--- src/rtl/jadepix_ro_pkg.sv ---
// Shared types for the JadePix peripheral readout scheduler: Inquiry codes,
// scheduler states and the state-to-Inquiry mapping.
package jadepix_ro_pkg;

    typedef enum logic [1:0] {
        INQ_SYNC = 2'b00,
        INQ_DATA = 2'b01,
        INQ_STAT = 2'b10,
        INQ_IDLE = 2'b11
    } inq_t;

    typedef enum logic [2:0] {
        IDLE,
        SYNC,
        STAT,
        ARB,
        READ
    } sched_state_t;

    localparam int NBANK_DEF = 4;

    // Inquiry code shown on the link while the scheduler sits in a state.
    function automatic inq_t inq_for_state(input sched_state_t s);
        case (s)
            SYNC:    return INQ_SYNC;
            STAT:    return INQ_STAT;
            READ:    return INQ_DATA;
            default: return INQ_IDLE;
        endcase
    endfunction

endpackage

--- src/rtl/jadepix_ro_rr_arb.sv ---
// Combinational round-robin grant: first requesting bank at or after ptr.
// The pointer register is owned by the parent.
module jadepix_ro_rr_arb #(
    parameter int NBANK = 4
) (
    input  logic [NBANK-1:0]         req,
    input  logic [$clog2(NBANK)-1:0] ptr,
    output logic                     gnt_valid,
    output logic [$clog2(NBANK)-1:0] gnt_idx
);
    localparam int SEL_W = $clog2(NBANK);

    logic [SEL_W-1:0] idx;

    // Walk from the farthest offset down so the nearest requester wins last.
    always_comb begin
        gnt_valid = 1'b0;
        gnt_idx   = '0;
        idx       = '0;
        for (int i = NBANK - 1; i >= 0; i--) begin
            idx = SEL_W'((int'(ptr) + i) % NBANK);
            if (req[idx]) begin
                gnt_valid = 1'b1;
                gnt_idx   = idx;
            end
        end
    end

endmodule

--- src/rtl/jadepix_ro_sched.sv ---
// Readout scheduler: sync, status, then round-robin data bursts over the bank FIFOs.
// Optional per-bank word statistics are enabled with JADEPIX_SCHED_STATS_EN.
module jadepix_ro_sched
    import jadepix_ro_pkg::*;
#(
    parameter int NBANK     = NBANK_DEF,
    parameter int BURST_MAX = 160,
    parameter int SYNC_IDLE = 64,
    parameter int CNT_W     = 16
) (
    input  logic                     CLK_80M,
    input  logic                     RST,
    input  logic                     sched_en,
    input  logic [7:0]               cfg_burst,
    input  logic [NBANK-1:0]         ValidOut,
    output logic [1:0]               Inquiry,
    output logic [$clog2(NBANK)-1:0] Select,
    output logic                     ReadEn,
    output logic                     busy,
    output logic [$clog2(NBANK)-1:0] cur_bank,
    output logic [CNT_W-1:0]         burst_cnt,
    output sched_state_t             dbgState
`ifdef JADEPIX_SCHED_STATS_EN
    ,
    output logic [NBANK*CNT_W-1:0]   words_out
`endif
);
    localparam int SEL_W = $clog2(NBANK);

    sched_state_t     state, nextState;
    logic [SEL_W-1:0] rrPtr;
    logic [CNT_W-1:0] wordCnt, burstLim, idleTmr;
    logic             phase;
    logic             gntValid;
    logic [SEL_W-1:0] gntIdx;
    logic             wordDone, burstEnd;

    jadepix_ro_rr_arb #(.NBANK(NBANK)) u_arb (
        .req       (ValidOut),
        .ptr       (rrPtr),
        .gnt_valid (gntValid),
        .gnt_idx   (gntIdx)
    );

    // A word spans two READ cycles; phase marks its second cycle.
    assign wordDone = (state == READ) && phase;
    assign burstEnd = wordDone &&
                      ((wordCnt + CNT_W'(1) >= burstLim) || !ValidOut[cur_bank]);
    assign dbgState = state;

    always_comb begin
        nextState = state;
        case (state)
            IDLE: begin
                if (sched_en) begin
                    if (!ReadEn || idleTmr == CNT_W'(SYNC_IDLE - 1))
                        nextState = SYNC;
                    else if (|ValidOut)
                        nextState = STAT;
                end
            end
            SYNC:    nextState = sched_en ? STAT : IDLE;
            STAT:    nextState = sched_en ? ARB : IDLE;
            ARB:     nextState = (sched_en && gntValid) ? READ : IDLE;
            READ: begin
                if (phase) begin
                    if (!sched_en)
                        nextState = IDLE;
                    else if (burstEnd)
                        nextState = STAT;
                end
            end
            default: nextState = IDLE;
        endcase
    end

    always_ff @(posedge CLK_80M) begin
        if (RST) begin
            state     <= IDLE;
            Inquiry   <= INQ_IDLE;
            Select    <= '0;
            ReadEn    <= 1'b0;
            busy      <= 1'b0;
            cur_bank  <= '0;
            burst_cnt <= '0;
            rrPtr     <= '0;
            idleTmr   <= '0;
            wordCnt   <= '0;
            burstLim  <= '0;
            phase     <= 1'b0;
        end else begin
            state   <= nextState;
            Inquiry <= inq_for_state(nextState);
            busy    <= (nextState != IDLE);
            idleTmr <= (state == IDLE && nextState == IDLE && sched_en) ?
                       idleTmr + CNT_W'(1) : '0;

            // ReadEn rises with the sync symbol and drops when disabled into IDLE.
            if (nextState == SYNC)
                ReadEn <= 1'b1;
            else if (nextState == IDLE && !sched_en)
                ReadEn <= 1'b0;

            if (state == ARB && nextState == READ) begin
                Select   <= gntIdx;
                cur_bank <= gntIdx;
                rrPtr    <= (gntIdx == SEL_W'(NBANK - 1)) ? '0 : gntIdx + 1'b1;
                wordCnt  <= '0;
                phase    <= 1'b0;
                burstLim <= (cfg_burst == 8'd0) ? CNT_W'(BURST_MAX) : CNT_W'(cfg_burst);
            end else if (state == READ) begin
                phase <= ~phase;
                if (phase)
                    wordCnt <= wordCnt + CNT_W'(1);
                if (burstEnd)
                    burst_cnt <= burst_cnt + CNT_W'(1);
            end
        end
    end

`ifdef JADEPIX_SCHED_STATS_EN
    logic [CNT_W-1:0] wordsCnt [NBANK];

    always_ff @(posedge CLK_80M) begin
        if (RST) begin
            for (int i = 0; i < NBANK; i++)
                wordsCnt[i] <= '0;
        end else if (wordDone && wordsCnt[cur_bank] != '1) begin
            wordsCnt[cur_bank] <= wordsCnt[cur_bank] + CNT_W'(1);
        end
    end

    always_comb begin
        words_out = '0;
        for (int i = 0; i < NBANK; i++)
            words_out[i*CNT_W +: CNT_W] = wordsCnt[i];
    end
`endif

endmodule

--- config.mk ---
export PLATFORM = sky130hd
export DESIGN_NAME = jadepix_ro_sched
export DESIGN_NICKNAME = d
export VERILOG_FILES = /design/src/rtl/jadepix_ro_pkg.sv /design/src/rtl/jadepix_ro_rr_arb.sv /design/src/rtl/jadepix_ro_sched.sv
export SDC_FILE = /design/constraint.sdc
export NUM_CORES = 1
export LEC_CHECK = 0
export CAP_MARGIN = 20
export CORE_AREA = 2 2 85 87
export CTS_CLUSTER_DIAMETER = 40
export DETAILED_ROUTE_END_ITERATION = 10
export DIE_AREA = 0 0 87 89
export PLACE_DENSITY = 0.77
export SLEW_MARGIN = 20
export SYNTH_ARGS = -nofsm -noshare
export SYNTH_HDL_FRONTEND = slang
export SYNTH_HIERARCHICAL = 1
export SYNTH_SLANG_ARGS = --single-unit
--- constraint.sdc ---
create_clock -name CLK_80M -period 4.35 [get_ports CLK_80M]
set_input_delay 0.87 -clock CLK_80M [delete_from_list [all_inputs] [get_ports CLK_80M]]
set_output_delay 0.87 -clock CLK_80M [all_outputs]
set_load 0.02 [all_outputs]
==> summary.md <==
| Metric | Value |
|---|---|
| Status | complete, no violations |
| Routed vias | 3152 |
| R2r startpoint | wordCnt[0] |
| Synth warn | 6 |
| CTS tree | yes |
| Input/output buffers | 41 |
| Post-synth ARST share | 0 |
| Area Growth Syn to Fin | 16.3% |
| CTS Hold Bufs | 0 |
| Syn nets | 477 |
| Synthesized area per cell | a little over 8 µm² |
| Final Hold Fails | 0 |
| Total grt overflow | 0 |
| Fin crit period | 3240 ps |
| Post-route ant nets | 0 |
| Detailed placement HPWL | between 5 and 6 mm |
| Worst Tran Pin Value | 900 ps |
| Finished Layout Cells | around 560 |
| Final Setup Violations | 0 |
| Fill cells | 568 |
| Number of synthesized flops with an enable pin | 0 |
| Seq cells post-synth | 68 |
| Post-CTS setup buffers | 0 |
| DP Cell Count | 549 |
| Main flop type after synthesis | dfxtp_1 |
| Crit path required time | 4570 ps |
| FP Rows | 30 |
| Initial antenna violation count | 0 |
| Clock skew | roughly 8.4 ps |
| Post-route DRC | 0 |
| Drt via density | 5.60 |
| Worst path arrival time | 3470 ps |
| Initial DRC Count | a little over 90 |
| Crit path kind | register to register |
| MaxCap Viol Count | 0 |
| Post-CTS Resized | 0 |
| Sw Ratio | 0.224 |
| Vias in the first global route | approximately 3k |
| Clock power share | 0.415 |
| # diodes | 0 |
| Most common cell after layout, fill and taps aside | nor2_1 |
| Clk Tree Root Cell | clkbuf_8 |
| Cell family with most CP delay | compound AO/OA/AOI/OAI gates |
| Seq pwr share | 0.517 |
| Max Fanout on Critical Path | 16 |
| Post-synthesis cell area | 3680 µm² |
| Accumulated negative setup slack | 0 ps |
| Largest net degree at the start of global routing | 55 |
| Clock Latency Late Sink | ~330 ps |
| TritonRoute pass-1 iters | 4 |
| Final core utilization | 0.637 |
| Largest stage delay on the critical path | 440 ps |
| Total Wirelength | 7.56 mm |
| CP cell instances | ha_1 > nand4_1 > nor2_1 > xor2_1 > ha_1 > nand4_1 > o31ai_1 > a2111oi_2 > buf_4 > a2111oi_0 > mux2_1 |
| Max Slew Vio Count | 0 |
| Critical path endpoint category | register |
| Min-Delay Startpoint | burstLim[6] |
| Layout cells sized above 1 | 0.0518 |
| Reg area | around 1400 µm² |
| Startpoint types | register |
| Gpl congestion | 0.805 |
| Initial core utilization | 0.547 |
| Fin crit share | 0.746 |
| GRT Util Overall | 0.209 |
| Fmax | 308 MHz |
| Post-synth cell types | 47 |
| Clock transition at the registers of the reported paths | 70 ps |
| Maximum vdd drop | 192 µV |
| First-pass GRT wire length | approximately 13 mm |
| Buf/Inv on CP | 1 |
| Pwr Total | ~1.2 mW |
| Sinks on Clock Net | just under 70 |
| Beginning of the critical path | wordCnt[0] |
| Worst hold path class | register to register |
| P_int | 955 µW |
| Overall die area | 7740 µm² |
| Slowest cell on crit path | a2111oi_0 |
| P_sw | 276 µW |
| Logic pwr share | 0.068 |
| Die Ht | 89 µm |
| DIE WIDTH | approximately 87 µm |
| Post-layout nets | between 500 and 600 |
| CTS Buffer Depth | 2 |
| Dpl ws | slightly above 1000 ps |
| TritonCTS Buffers | 9 |
| RSZ-0062 raised after global routing | false |
| Deepest level of the CTS H-tree | 3 |
| Drt wl/cell | 13.4 µm |
| Most frequent cells in the layout | nor2_1 (69), dfxtp_1 (68), nand2_1 (48) |
| Max transition margin | 0.400 |
| Cell Pwr Density | 288 nW/µm² |
| Syn Inst Count | 450 |
| Core area | 6720 µm² |
| Leak pwr | 1.53 nW |
| Sequential area share after synthesis | 0.370 |
| Multi-input logic area | between 2000 and 2500 µm² |
| Setup ws final | 1110 ps |
| I/O pin total | 42 |
==> final cells by class <==
| cell class | count | share of cell area |
|---|---|---|
| clock buffer | 12 | 0.0363 |
| clock inverter | 2 | 0.00819 |
| timing repair buffer | 42 | 0.0965 |
| sequential | 68 | 0.318 |
| inverter | 13 | 0.0114 |
| tap | 80 | 0.0234 |
| multi-input combinational | 346 | 0.506 |
==> sequential cells by signal, summed over array words and instances, names as in the netlist <==
register   cells
busy           1
burst_cnt     16
idleTmr       16
rrPtr          2
cur_bank       2
phase          1
dbgState       3
wordCnt       16
ReadEn         1
Inquiry        2
burstLim       8
==> power by group through the flow <==
| stage | Sequential (mW) | Combinational (mW) | Clock (mW) |
|---|---|---|---|
| detailed placement | 0.651 | 0.0836 | 0 |
| finish | 0.637 | 0.0838 | 0.511 |
| global route | 0.638 | 0.0918 | 0.551 |
| CTS | 0.636 | 0.0842 | 0.522 |
| global placement | 0.650 | 0.0827 | 0 |
| floorplan | 0.654 | 0.0451 | 0 |
==> worst reg2reg max path: cells and delay by family (launching register included) <==
family	cells	cell delay [ps]
adder cells (fa/ha/maj)	2	660
buffers and inverters	1	200
XOR/XNOR	1	100
multiplexers	1	360
AND/OR/NAND/NOR	3	570
flip-flops	1	420
AO/OA/AOI/OAI	3	840
==> logic make-up (layout without fill, tap and decap cells) <==
family	after synthesis	in the layout	share of synthesized area
xor gates and xnor gates	36	36	0.0857
and+or+nand+nor	213	213	0.279
buffers and inverters	36	69	0.0415
DFF	68	68	0.370
adders and majority gates	12	12	0.0408
AOI/OAI and AO/OA	67	67	0.126
muxes	18	18	0.0575
==> Yosys cell counts, types with 3 or more instances <==
cell      instances  share of area
a211oi_1         12          0.024
a21oi_1          26          0.035
and3_1            8          0.014
buf_4             4         0.0082
clkbuf_1         15          0.015
dfxtp_1          68           0.37
ha_1             12          0.041
inv_1            13          0.013
mux2_1           13          0.040
nand2_1          48          0.049
nand2b_1          8          0.014
nand3_1          20          0.027
nand4_1          14          0.024
nor2_1           69          0.070
nor2b_1          18          0.031
nor3_1            6         0.0082
nor4_1            9          0.015
o211ai_1          3         0.0061
o21a_1            4         0.0082
o21ai_0           7         0.0095
or3_1             4         0.0068
xnor2_1          18          0.043
xor2_1           18          0.043
==> path summary, 6_finish.rpt <==
| kind | end | slack (ps) | cells past startpoint |
|---|---|---|---|
| setup / recovery | burst_cnt[11] | 1110 | 11 |
| hold / removal | burstLim[6] | 460 | 2 |
| setup reg to reg | burst_cnt[11] | 1110 | 11 |
| hold reg to reg | burstLim[6] | 460 | 2 |
==> through the flow <==
| stage | cell area (µm²) | hold slack, ps |
|---|---|---|
| 2_1_floorplan | 3680 | 430 |
| 3_3_place_gp | 4090 | 443 |
| 3_5_place_dp | 4090 | 450 |
| 4_1_cts | 4280 | 464 |
| 5_1_grt | 4280 | 490 |
| 6_report | 4280 | 464 |
==> layer usage <==
metal | global-route usage | vias to the layer above | part of all wire | routed length, µm
met5 | 0 | - | 0 | 0
li1 | - | 1617 | - | -
met2 | 0.334 | 69 | 0.46 | 3480
met3 | 0.0416 | 4 | 0.043 | 328
met1 | 0.276 | 1462 | 0.49 | 3680
met4 | 0.0881 | 0 | 0.0098 | 74
Power figures use the tool's default switching activity.
